===== config.mk =====
export PLATFORM = sky130hd
export DESIGN_NAME = note_player
export DESIGN_NICKNAME = d
export VERILOG_FILES = /design/src/rtl/note_player.sv
export SDC_FILE = /design/constraint.sdc
export NUM_CORES = 1
export LEC_CHECK = 0
export CORE_MARGIN = 2
export CORE_UTILIZATION = 52
export DETAILED_ROUTE_END_ITERATION = 6
export GPL_TIMING_DRIVEN = 0
export PLACE_DENSITY_LB_ADDON = 0.15
export SLEW_MARGIN = 20
export SYNTH_ARGS = -nofsm -noshare
export SYNTH_HDL_FRONTEND = slang
export SYNTH_SLANG_ARGS = --single-unit

===== constraint.sdc =====
create_clock -name clk -period 4.95 [get_ports clk]
set_clock_uncertainty 0.2 [all_clocks]
set_input_delay 0.495 -clock clk [delete_from_list [all_inputs] [get_ports clk]]
set_output_delay 0.495 -clock clk [all_outputs]
set_load 0.005 [all_outputs]

===== src/rtl/note_player.sv =====
// Playback stage for the note recorder: reads a run of stored notes one at a time
// and renders each as a square-wave tone for a fixed number of cycles.
module note_player #(
    parameter int NOTE_CYCLES = 16,
    parameter int TONE_UNIT   = 2
) (
    input  logic       clk,
    input  logic       reset,
    input  logic       start,
    input  logic       stop,
    input  logic [6:0] start_idx,
    input  logic [7:0] len,
    input  logic [2:0] note_out,
    output logic [1:0] op,
    output logic [6:0] query,
    output logic       busy,
    output logic       done,
    output logic       tone,
    output logic [2:0] cur_note,
    output logic [6:0] cur_idx,
    output logic [7:0] notes_left,
    output logic [1:0] dbg_state
);

    localparam int PW = $clog2(NOTE_CYCLES);

    typedef enum logic [1:0] {
        S_IDLE  = 2'd0,
        S_QUERY = 2'd1,
        S_WAIT  = 2'd2,
        S_PLAY  = 2'd3
    } state_t;

    state_t        state_q, state_d;
    logic [6:0]    cur_idx_q, cur_idx_d;
    logic [7:0]    notes_left_q, notes_left_d;
    logic [2:0]    cur_note_q, cur_note_d;
    logic [PW-1:0] play_cnt_q, play_cnt_d;
    logic [5:0]    tone_cnt_q, tone_cnt_d;
    logic          tone_q, tone_d;
    logic          done_q, done_d;

    logic [2:0]    span;
    logic [5:0]    half;

    // Half-period in cycles: (8 - note) * TONE_UNIT, kept to 6 bits.
    assign span = 3'(4'd8 - {1'b0, cur_note_q});
    assign half = 6'(span * TONE_UNIT);

    // Handshake: start is a one-shot request honoured only while busy is low;
    // the request is accepted on the edge it is sampled and busy rises next cycle.
    always_comb begin
        state_d      = state_q;
        cur_idx_d    = cur_idx_q;
        notes_left_d = notes_left_q;
        cur_note_d   = cur_note_q;
        play_cnt_d   = play_cnt_q;
        tone_cnt_d   = tone_cnt_q;
        tone_d       = tone_q;
        done_d       = 1'b0;

        case (state_q)
            S_IDLE: begin
                if (!stop && start) begin
                    if (len != 8'd0) begin
                        state_d      = S_QUERY;
                        cur_idx_d    = start_idx;
                        notes_left_d = len;
                    end else begin
                        done_d = 1'b1;
                    end
                end
            end
            S_QUERY: state_d = S_WAIT;
            S_WAIT: begin
                cur_note_d = note_out;
                play_cnt_d = '0;
                tone_cnt_d = '0;
                tone_d     = 1'b0;
                state_d    = S_PLAY;
            end
            S_PLAY: begin
                if (cur_note_q != 3'd0) begin
                    if (tone_cnt_q == half - 6'd1) begin
                        tone_d     = ~tone_q;
                        tone_cnt_d = '0;
                    end else begin
                        tone_cnt_d = tone_cnt_q + 6'd1;
                    end
                end
                if (play_cnt_q == PW'(NOTE_CYCLES - 1)) begin
                    notes_left_d = notes_left_q - 8'd1;
                    tone_d       = 1'b0;
                    if (notes_left_q == 8'd1) begin
                        state_d = S_IDLE;
                        done_d  = 1'b1;
                    end else begin
                        cur_idx_d = cur_idx_q + 7'd1;
                        state_d   = S_QUERY;
                    end
                end else begin
                    play_cnt_d = play_cnt_q + PW'(1);
                end
            end
            default: state_d = S_IDLE;
        endcase

        // Abort overrides whatever the active state decided.
        if (stop && state_q != S_IDLE) begin
            state_d      = S_IDLE;
            tone_d       = 1'b0;
            notes_left_d = '0;
            done_d       = 1'b0;
        end
    end

    always_ff @(posedge clk) begin
        if (reset) begin
            state_q      <= S_IDLE;
            cur_idx_q    <= '0;
            notes_left_q <= '0;
            cur_note_q   <= '0;
            play_cnt_q   <= '0;
            tone_cnt_q   <= '0;
            tone_q       <= 1'b0;
            done_q       <= 1'b0;
        end else begin
            state_q      <= state_d;
            cur_idx_q    <= cur_idx_d;
            notes_left_q <= notes_left_d;
            cur_note_q   <= cur_note_d;
            play_cnt_q   <= play_cnt_d;
            tone_cnt_q   <= tone_cnt_d;
            tone_q       <= tone_d;
            done_q       <= done_d;
        end
    end

    assign op         = (state_q == S_QUERY) ? 2'b01 : 2'b10;
    assign query      = cur_idx_q;
    assign busy       = (state_q != S_IDLE);
    assign done       = done_q;
    assign tone       = tone_q;
    assign cur_note   = cur_note_q;
    assign cur_idx    = cur_idx_q;
    assign notes_left = notes_left_q;
    assign dbg_state  = state_q;

endmodule


== Word level (Yosys, flattened, before mapping) ==
Cells that the tools add are included.
Word-level totals
  input bits: 22
  latch bits: 0
  bits in read-only memories: 0
  memory bits (writable): 0
  register bits after elaboration: 32
  memories: 0
  output and inout port bits: 32
Cells by class
  reduce and logical (&&, ||, !) cells: 16
  $mul: 0
  divide/modulo/power cells: 0
  bitwise logic cells: 1
  muxes and demuxes: 29
  shift operators: 0
  $add $sub $neg: 6
  equality and inequality tests: 14
  $lt $le $gt $ge: 0
Operator list (count)
  $mux 7: 4
  $mux 8: 3
  $pmux 8 s2: 1
  $pmux 7 s2: 1
  $mux 6: 2
  $ne 2x2->1 const B: 6
  $pmux 6 s2: 1
  $eq 8x1->1 const B: 1
  $mux 1: 8
  $mux 2: 4
  $pmux 2 s4: 1
  $pmux 4 s2: 1
  $reduce_bool 8->1: 1
  $sub 8x1->8 const B: 1
  $add 7x1->7 const B: 1
  $add 6x1->6 const B: 1
  $eq 6x6->1: 1
  $ne 3x3->1 const B: 2
  $reduce_and 3->1: 2
  $reduce_bool 2->1: 3
  $reduce_and 5->1: 1
  $sub 4x1->5 const B: 1
  $add 4x1->4 const B: 1
  $eq 2x2->1 const B: 2
  other kinds (13): 16

== Logic depth before layout (Yosys ltp) ==
Gate-level depths: netlist of run 1.
  word-level depth: 7
  depth in mapped cells: 8
  depth with buffers taken out: 8

== Worst setup path before layout of run 1 ==
Ideal clock, no wire load.
  path kind: register -> register
  start point: reg cur_note_q[0], in the netlist cur_note[0]
  end point: reg tone_q, in the netlist tone
  slack: 2.597 ns
  required time: 4.676 ns
  arrival time: 2.079 ns
  stages on the path, launching flop included: 9
  buffers on the path: 0
  clock period less this slack: 2.353 ns
  cells stage by stage: dfxtp_1 > inv_1 > ha_1 > ha_1 > nor3_1 > mux2i_2 > nand3_1 > or4_1 > a31oi_1
On the way
  longest elaborated chain between the ends: 5
  elaborated cells on any way between the ends: 7
RTL lines
  from (decl): RTL line 37  | logic [2:0] cur_note_q, cur_note_d;
  from (signal assigned): RTL line 131  | cur_note_q <= cur_note_d;
  $sub 1x3->3: RTL line 47  | assign span = 3'(4'd8 - {1'b0, cur_note_q});
  $sub 4x1->5: RTL line 84  | if (tone_cnt_q == half - 6'd1) begin
  $eq 6x6->1: RTL line 84
  $ne 3x3->1 (no line)
  $reduce_and 3->1 (no line) (*)
  to (signal assigned): RTL line 134  | tone_q <= tone_d;
  to (decl): RTL line 40  | logic tone_q, tone_d;
Mark *: on every way between the ends. The rest lies on a longest branch, timed or not.
A chain may end at the register's enable or synchronous reset.

== Final worst setup path of run 1 ==
Ends and elaborated chain as after synthesis.

==> impl_metrics.tcl, run 1 <==
set metrics [dict create \
    syn_to_final_growth_pct 32.7 \
    netSwitchingPower_mw 0.315 \
    cts_tree "yes" \
    synth_nets 289 \
    fp-row-count 22 \
    fin_cells 363 \
    pwr-share-seq_pct 35.3 \
    clk_pin_slew_ps 60 \
    synth.area.top_cells "dfxtp_1, a21oi_1, ha_1" \
    min_period_ps 2580 \
    cts_htree_levels 2 \
    arrival_ps 2600 \
    post_drt_via_cell_ratio 5.68 \
    port_buffers 53 \
    dpl.cell_count 356 \
    vdd_drop_max_mv 0.234 \
    ant_nets 0 \
    fin_setup_tns_ps 0 \
    max_slew_margin_pct 52.1 \
    dpl.hpwl_um 3810 \
    reg2reg_to "tone" \
    fp.dieH_um 66.6 \
    num_vias 2062 \
    first_pass_iters 4 \
    die_w_um 66.6 \
    worst_pin_slew_ps 712 \
    intPower_mw 0.588 \
    cp_max_fo 6 \
    drt-wirelength-per-cell_um 14.0 \
    start_util_pct 54.9 \
    holdPathEnd "notes_left[7]" \
    endpoint_kind "flop" \
    cts-root-buf "clkbuf_8" \
    hold_path_startpoint "notes_left[7]" \
    fin_crit_sh_pct 52.2 \
    gr-total-overflow 0 \
    antenna_found_initial 0 \
    r2r_cells 8 \
    synth_seq_cells 32 \
    drt-initial-drc-count 134 \
    drt_wl_total_um 5090 \
    synth_common_cells "a21oi_1, dfxtp_1, nor2_1" \
    diodes 0 \
    regToRegSetupSlack_ps 2370 \
    critPathKind "reg -> reg" \
    first_global_vias 1911 \
    hold_class "reg -> reg" \
    setup_violations 0 \
    core_um2 3720 \
    synth_enable_flop_cells 0 \
    numClockSinks 32 \
    num-nets-final 349 \
    switching_share_pct 34.9 \
    yosysSeqAreaShare_pct 31.4 \
    grt_max_degree 11 \
    maxCapViolations 0 \
    critPathLaunchType "flop" \
    syn_area_um2 2040 \
    yosysUniqueCellTypes 53 \
    gp_congestion 0.895 \
    maxSlewViolCount 0 \
    cts_resized 0 \
    grtUsageTotal_pct 25.0 \
    avgSynthCellArea_um2 8.00 \
    clock.fmax_mhz 387 \
    netlist.top_cell.by_area "dfxtp_1" \
    power_density_nw_per_um2 333 \
    clk_path_buf_depth 2 \
    clkPwrFrac_pct 21.1 \
    synthFlopType "dfxtp_1" \
    die_area_um2 4440 \
    post_cts_buffers 0 \
    synth_top_cell_area_share_pct 31.4 \
    async_reset_ff_share_pct 0 \
    worstPathRequired_ps 4960 \
    p_leak_nw 1.04 \
    rsz0062_at_grt "false" \
    regToRegStartpoint "cur_note[0]" \
    ys.warnings.count 0 \
    grt_pass1_wl_um 8520 \
    cts_hold_buf 0 \
    drcViolationCount 0 \
    outcome "complete, no violations" \
    holdPathStages 2 \
    p_comb_share_pct 43.6 \
    clock_latency_ps 290 \
    cts-buffers-inserted 5 \
    syn_inst 255 \
    io_pins 54 \
    drive_gt1_share_pct 7.94 \
    hold_viol 0 \
]
state kept, by name, indices dropped and copies added, names as in the netlist:
| name | cells |
|---|---|
| notes_left | 8 |
| cur_idx | 7 |
| tone_cnt_q | 6 |
| play_cnt_q | 4 |
| cur_note | 3 |
| dbg_state | 2 |
| done | 1 |
| tone | 1 |
routing by layer:
metal / track usage, % / share of wire [%] / wire length, um
met3: 6.08 / 6.2 / 315
met5: 0 / 0 / 0
met2: 41.6 / 46 / 2360
met1: 30.7 / 46 / 2320
met4: 10.5 / 1.8 / 89
stage by stage:
step	hold slack [ps]	setup WS, ps	power (mW)	area [um2]	util (%)
after global routing	308	2210	0.965	2710	72.9
after detailed placement	269	2350	0.716	2630	70.8
after global placement	270	2370	0.712	2630	70.8
final	277	2370	0.903	2710	72.9
after floorplan	259	2600	0.558	2040	-
after CTS	278	2400	0.904	2710	72.9
logic make-up after synthesis:
kind of cell    after synthesis  synth area share [%]
compound gates               69                  22.0
xor+xnor                      4                  2.39
fa+ha+maj                    12                  7.36
buf+inv                      34                  7.79
flops                        32                  31.4
mux                          11                  5.82
simple gates                 93                  23.2
cell usage in the layout, fill, tap and decap left out, types with 2 or more instances in the layout:
master,n
a211o_1,2
a211oi_1,2
a21o_1,5
a21oi_1,32
a22o_1,2
and2_1,2
and3_1,2
buf_1,4
buf_2,3
buf_4,7
clkbuf_1,3
clkbuf_8,5
clkdlybuf4s50_1,53
dfxtp_1,32
ha_1,12
inv_1,16
mux2i_1,8
mux2i_2,2
nand2_1,17
nand2b_1,9
nand3_1,13
nand3b_1,3
nand4_1,2
nor2_1,20
nor2b_1,4
nor3_1,8
nor4_1,5
o21ai_0,3
o21ai_1,4
o32ai_1,7
or2_0,2
xnor2_1,2
worst max path at each step:
| stage | start | endpoint |
|---|---|---|
| after detailed placement | len[5] | cur_idx[3] |
| after CTS | cur_note[0] | tone |
| final | cur_note[0] | tone |
| after global routing | cur_note[0] | tone |
| after global placement | len[5] | notes_left[2] |
| after floorplan | cur_note[0] | tone |
critical path, cell delays in order, from the launching register on:
cell	delay (ps)
dfxtp_1	420
inv_1	90
ha_1	200
ha_1	300
nor3_1	230
mux2i_2	330
nand3_1	150
or4_1	420
a31oi_1	170
power groups by stage:
stage	clock, mW	combinational [mW]	sequential (mW)
final	0.191	0.394	0.318
after global routing	0.204	0.437	0.324
after CTS	0.192	0.394	0.318
after detailed placement	0	0.392	0.324
after global placement	0	0.389	0.323
after floorplan	0	0.238	0.319
cell type report:
class                           count  area [um2]
Multi-Input combinational cell    189        1240
Fill cell                         314        1010
Sequential cell                    32         641
Timing Repair Buffer               53         531
Buffer                             17        95.1
Clock buffer                        6        72.6
Inverter                           17        63.8
Tap cell                           48        60.1
Clock inverter                      1        5.00
(Power assumes the default switching activity.)
==> run 2: changes to the inputs <==
--- a/config.mk
+++ b/config.mk
@@ -6,7 +6,7 @@
 export NUM_CORES = 1
 export LEC_CHECK = 0
 export CORE_MARGIN = 2
-export CORE_UTILIZATION = 52
+export CORE_UTILIZATION = 49
 export DETAILED_ROUTE_END_ITERATION = 6
 export GPL_TIMING_DRIVEN = 0
 export PLACE_DENSITY_LB_ADDON = 0.15
==> constraint.sdc (replaced) <==
create_clock -name clk -period 2.5 [get_ports clk]
set_clock_uncertainty 0.2 [all_clocks]
set_input_delay 0.25 -clock clk [delete_from_list [all_inputs] [get_ports clk]]
set_output_delay 0.25 -clock clk [all_outputs]
set_load 0.005 [all_outputs]
==> impl_metrics.tcl, run 2 (synthesized netlist as in run 1, its figures left out) <==
set metrics [dict create \
    start_util_pct 51.0 \
    fp-row-count 23 \
    hold_class "reg -> reg" \
    cts-buffers-inserted 5 \
    first_global_vias 1829 \
    worst_pin_slew_ps 807 \
    cp_max_fo 6 \
    switching_share_pct 35.6 \
    die_area_um2 4700 \
    num_vias 2086 \
    hold_viol 0 \
    cts_hold_buf 0 \
    power_mw 1.85 \
    max_slew_margin_pct 45.7 \
    cts-root-buf "clkbuf_8" \
    num-nets-final 351 \
    post_drt_via_cell_ratio 5.68 \
    outcome "complete, no violations" \
    cts_htree_levels 2 \
    drcViolationCount 0 \
    syn_to_final_growth_pct 34.8 \
    p_leak_nw 1.06 \
    dpl.cell_count 358 \
    maxCapViolations 0 \
    drt_wl_total_um 5380 \
    maxSlewViolCount 0 \
    die_w_um 68.5 \
    final_common_cell "clkdlybuf4s50_1" \
    diodes 0 \
    vdd_drop_max_mv 0.425 \
    setup_violations 0 \
    clock.fmax_mhz 418 \
    min_period_ps 2390 \
    cpPeakStageDelay_ps 420 \
    clkPwrFrac_pct 20.8 \
    grt_max_degree 11 \
    crit_chain "inv_1 -> ha_1 -> ha_4 -> nor3_2 -> mux2i_2 -> nand3_1 -> or4_1 -> a31oi_1" \
    cts_tree "yes" \
    critical-path-slowest-cell "or4_1" \
    cp_num_cells 8 \
    io_pins 54 \
    drt-wirelength-per-cell_um 14.7 \
    p_comb_share_pct 45.0 \
    drive_gt1_share_pct 9.78 \
    ant_nets 0 \
    layout_common_cells "clkdlybuf4s50_1, a21oi_1, dfxtp_1" \
    numClockSinks 32 \
    power_density_nw_per_um2 673 \
    endpoint_kind "flop" \
    largest_reg_flops 8 \
    worstPathRequired_ps 2510 \
    fp.dieH_um 68.5 \
    r2r_cells 8 \
    pwr-share-seq_pct 34.2 \
    gp_congestion 0.841 \
    critPathBufInv 1 \
    first_pass_iters 4 \
    grt_pass1_wl_um 8670 \
    gr-total-overflow 0 \
    critPathKind "reg -> reg" \
    dpl.hpwl_um 3870 \
    clock_latency_ps 280 \
    fin_crit_sh_pct 95.7 \
    core_um2 4000 \
    clk_pin_slew_ps 70 \
    antenna_found_initial 0 \
    rsz0062_at_grt "true" \
    holdPathStages 2 \
    arrival_ps 2400 \
    port_buffers 53 \
    netSwitchingPower_mw 0.658 \
    grtUsageTotal_pct 24.4 \
    setup_slack_ps 108 \
    critical-path-top-delay-family "simple AND/OR/NAND/NOR gates" \
    clk_path_buf_depth 2 \
    critPathLaunchType "flop" \
    intPower_mw 1.19 \
    drt-initial-drc-count 188 \
    fin_cells 367 \
    dp_slack_ps -26.1 \
]
==> run 2: tightest hold or removal path: cells and delay by family (launching register included) <==
kind	cells	cell delay (ps)
AO/OA/AOI/OAI	1	60
flip-flops	1	330
AND/OR/NAND/NOR	1	60
==> run 2: path summary, 6_finish.rpt <==
| path | from | to | slack, ps |
|---|---|---|---|
| hold reg to reg | notes_left[7] | notes_left[7] | 290 |
| setup reg to reg | cur_note[0] | tone | 110 |
| setup / recovery | cur_note[0] | tone | 110 |
| hold / removal | notes_left[7] | notes_left[7] | 290 |
==> run 2: metrics by stage <==
stage / TNS, ps / util [%] / instance area [um2] / hold WS [ps]
6_report: 0 / 68.8 / 2750 / 293
5_1_grt: -39.2 / 68.8 / 2750 / 319
4_1_cts: 0 / 67.9 / 2720 / 289
3_5_place_dp: -26.1 / 65.8 / 2630 / 277
3_3_place_gp: -31.6 / 65.8 / 2630 / 270
2_1_floorplan: 0 / - / 2040 / 197
==> run 2: per-layer routing <==
metal,wire length [um],track usage [%]
met1,2450,33.5
met2,2520,38.1
met3,353,5.68
met4,65,6.75
met5,0,0
==> run 2: power groups by stage <==
stage	sequential [mW]	combinational [mW]	clock, mW
after floorplan	0.633	0.472	0
after global placement	0.641	0.776	0
after detailed placement	0.641	0.786	0
after CTS	0.631	0.796	0.386
after global routing	0.639	0.913	0.405
final	0.632	0.832	0.386
==> run 2: cell type report <==
| cell class | instances | area (um2) |
|---|---|---|
| clock inverters | 1 | 5.00 |
| flip-flops and latches | 32 | 644 |
| well taps | 50 | 62.6 |
| plain buffers | 17 | 95.1 |
| repair buffers | 55 | 546 |
| clock buffers | 6 | 72.6 |
| fillers | 345 | 1250 |
| inverters | 17 | 63.8 |
| multi-input cells | 189 | 1260 |
==> run 2: repair_timing <==
item | 4_1_cts | 5_1_grt
cloned | 0 | 0
setup buffers | 0 | 2
gates resized for setup | 2 | 3
pin swaps | 0 | 3
endpoints found under the setup margin | 1 | 7
endpoints found under the hold margin | 0 | 0
==> run 3: changes to the inputs <==
--- a/config.mk
+++ b/config.mk
@@ -7,10 +7,11 @@
 export LEC_CHECK = 0
 export CORE_MARGIN = 2
 export CORE_UTILIZATION = 49
+export CTS_CLUSTER_SIZE = 10
 export DETAILED_ROUTE_END_ITERATION = 6
 export GPL_TIMING_DRIVEN = 0
 export PLACE_DENSITY_LB_ADDON = 0.15
-export SLEW_MARGIN = 20
+export SLEW_MARGIN = 25
 export SYNTH_ARGS = -nofsm -noshare
 export SYNTH_HDL_FRONTEND = slang
 export SYNTH_SLANG_ARGS = --single-unit
==> results of run 3 <==
No change in the layout: final DEF, timing and power equal those of run 2.
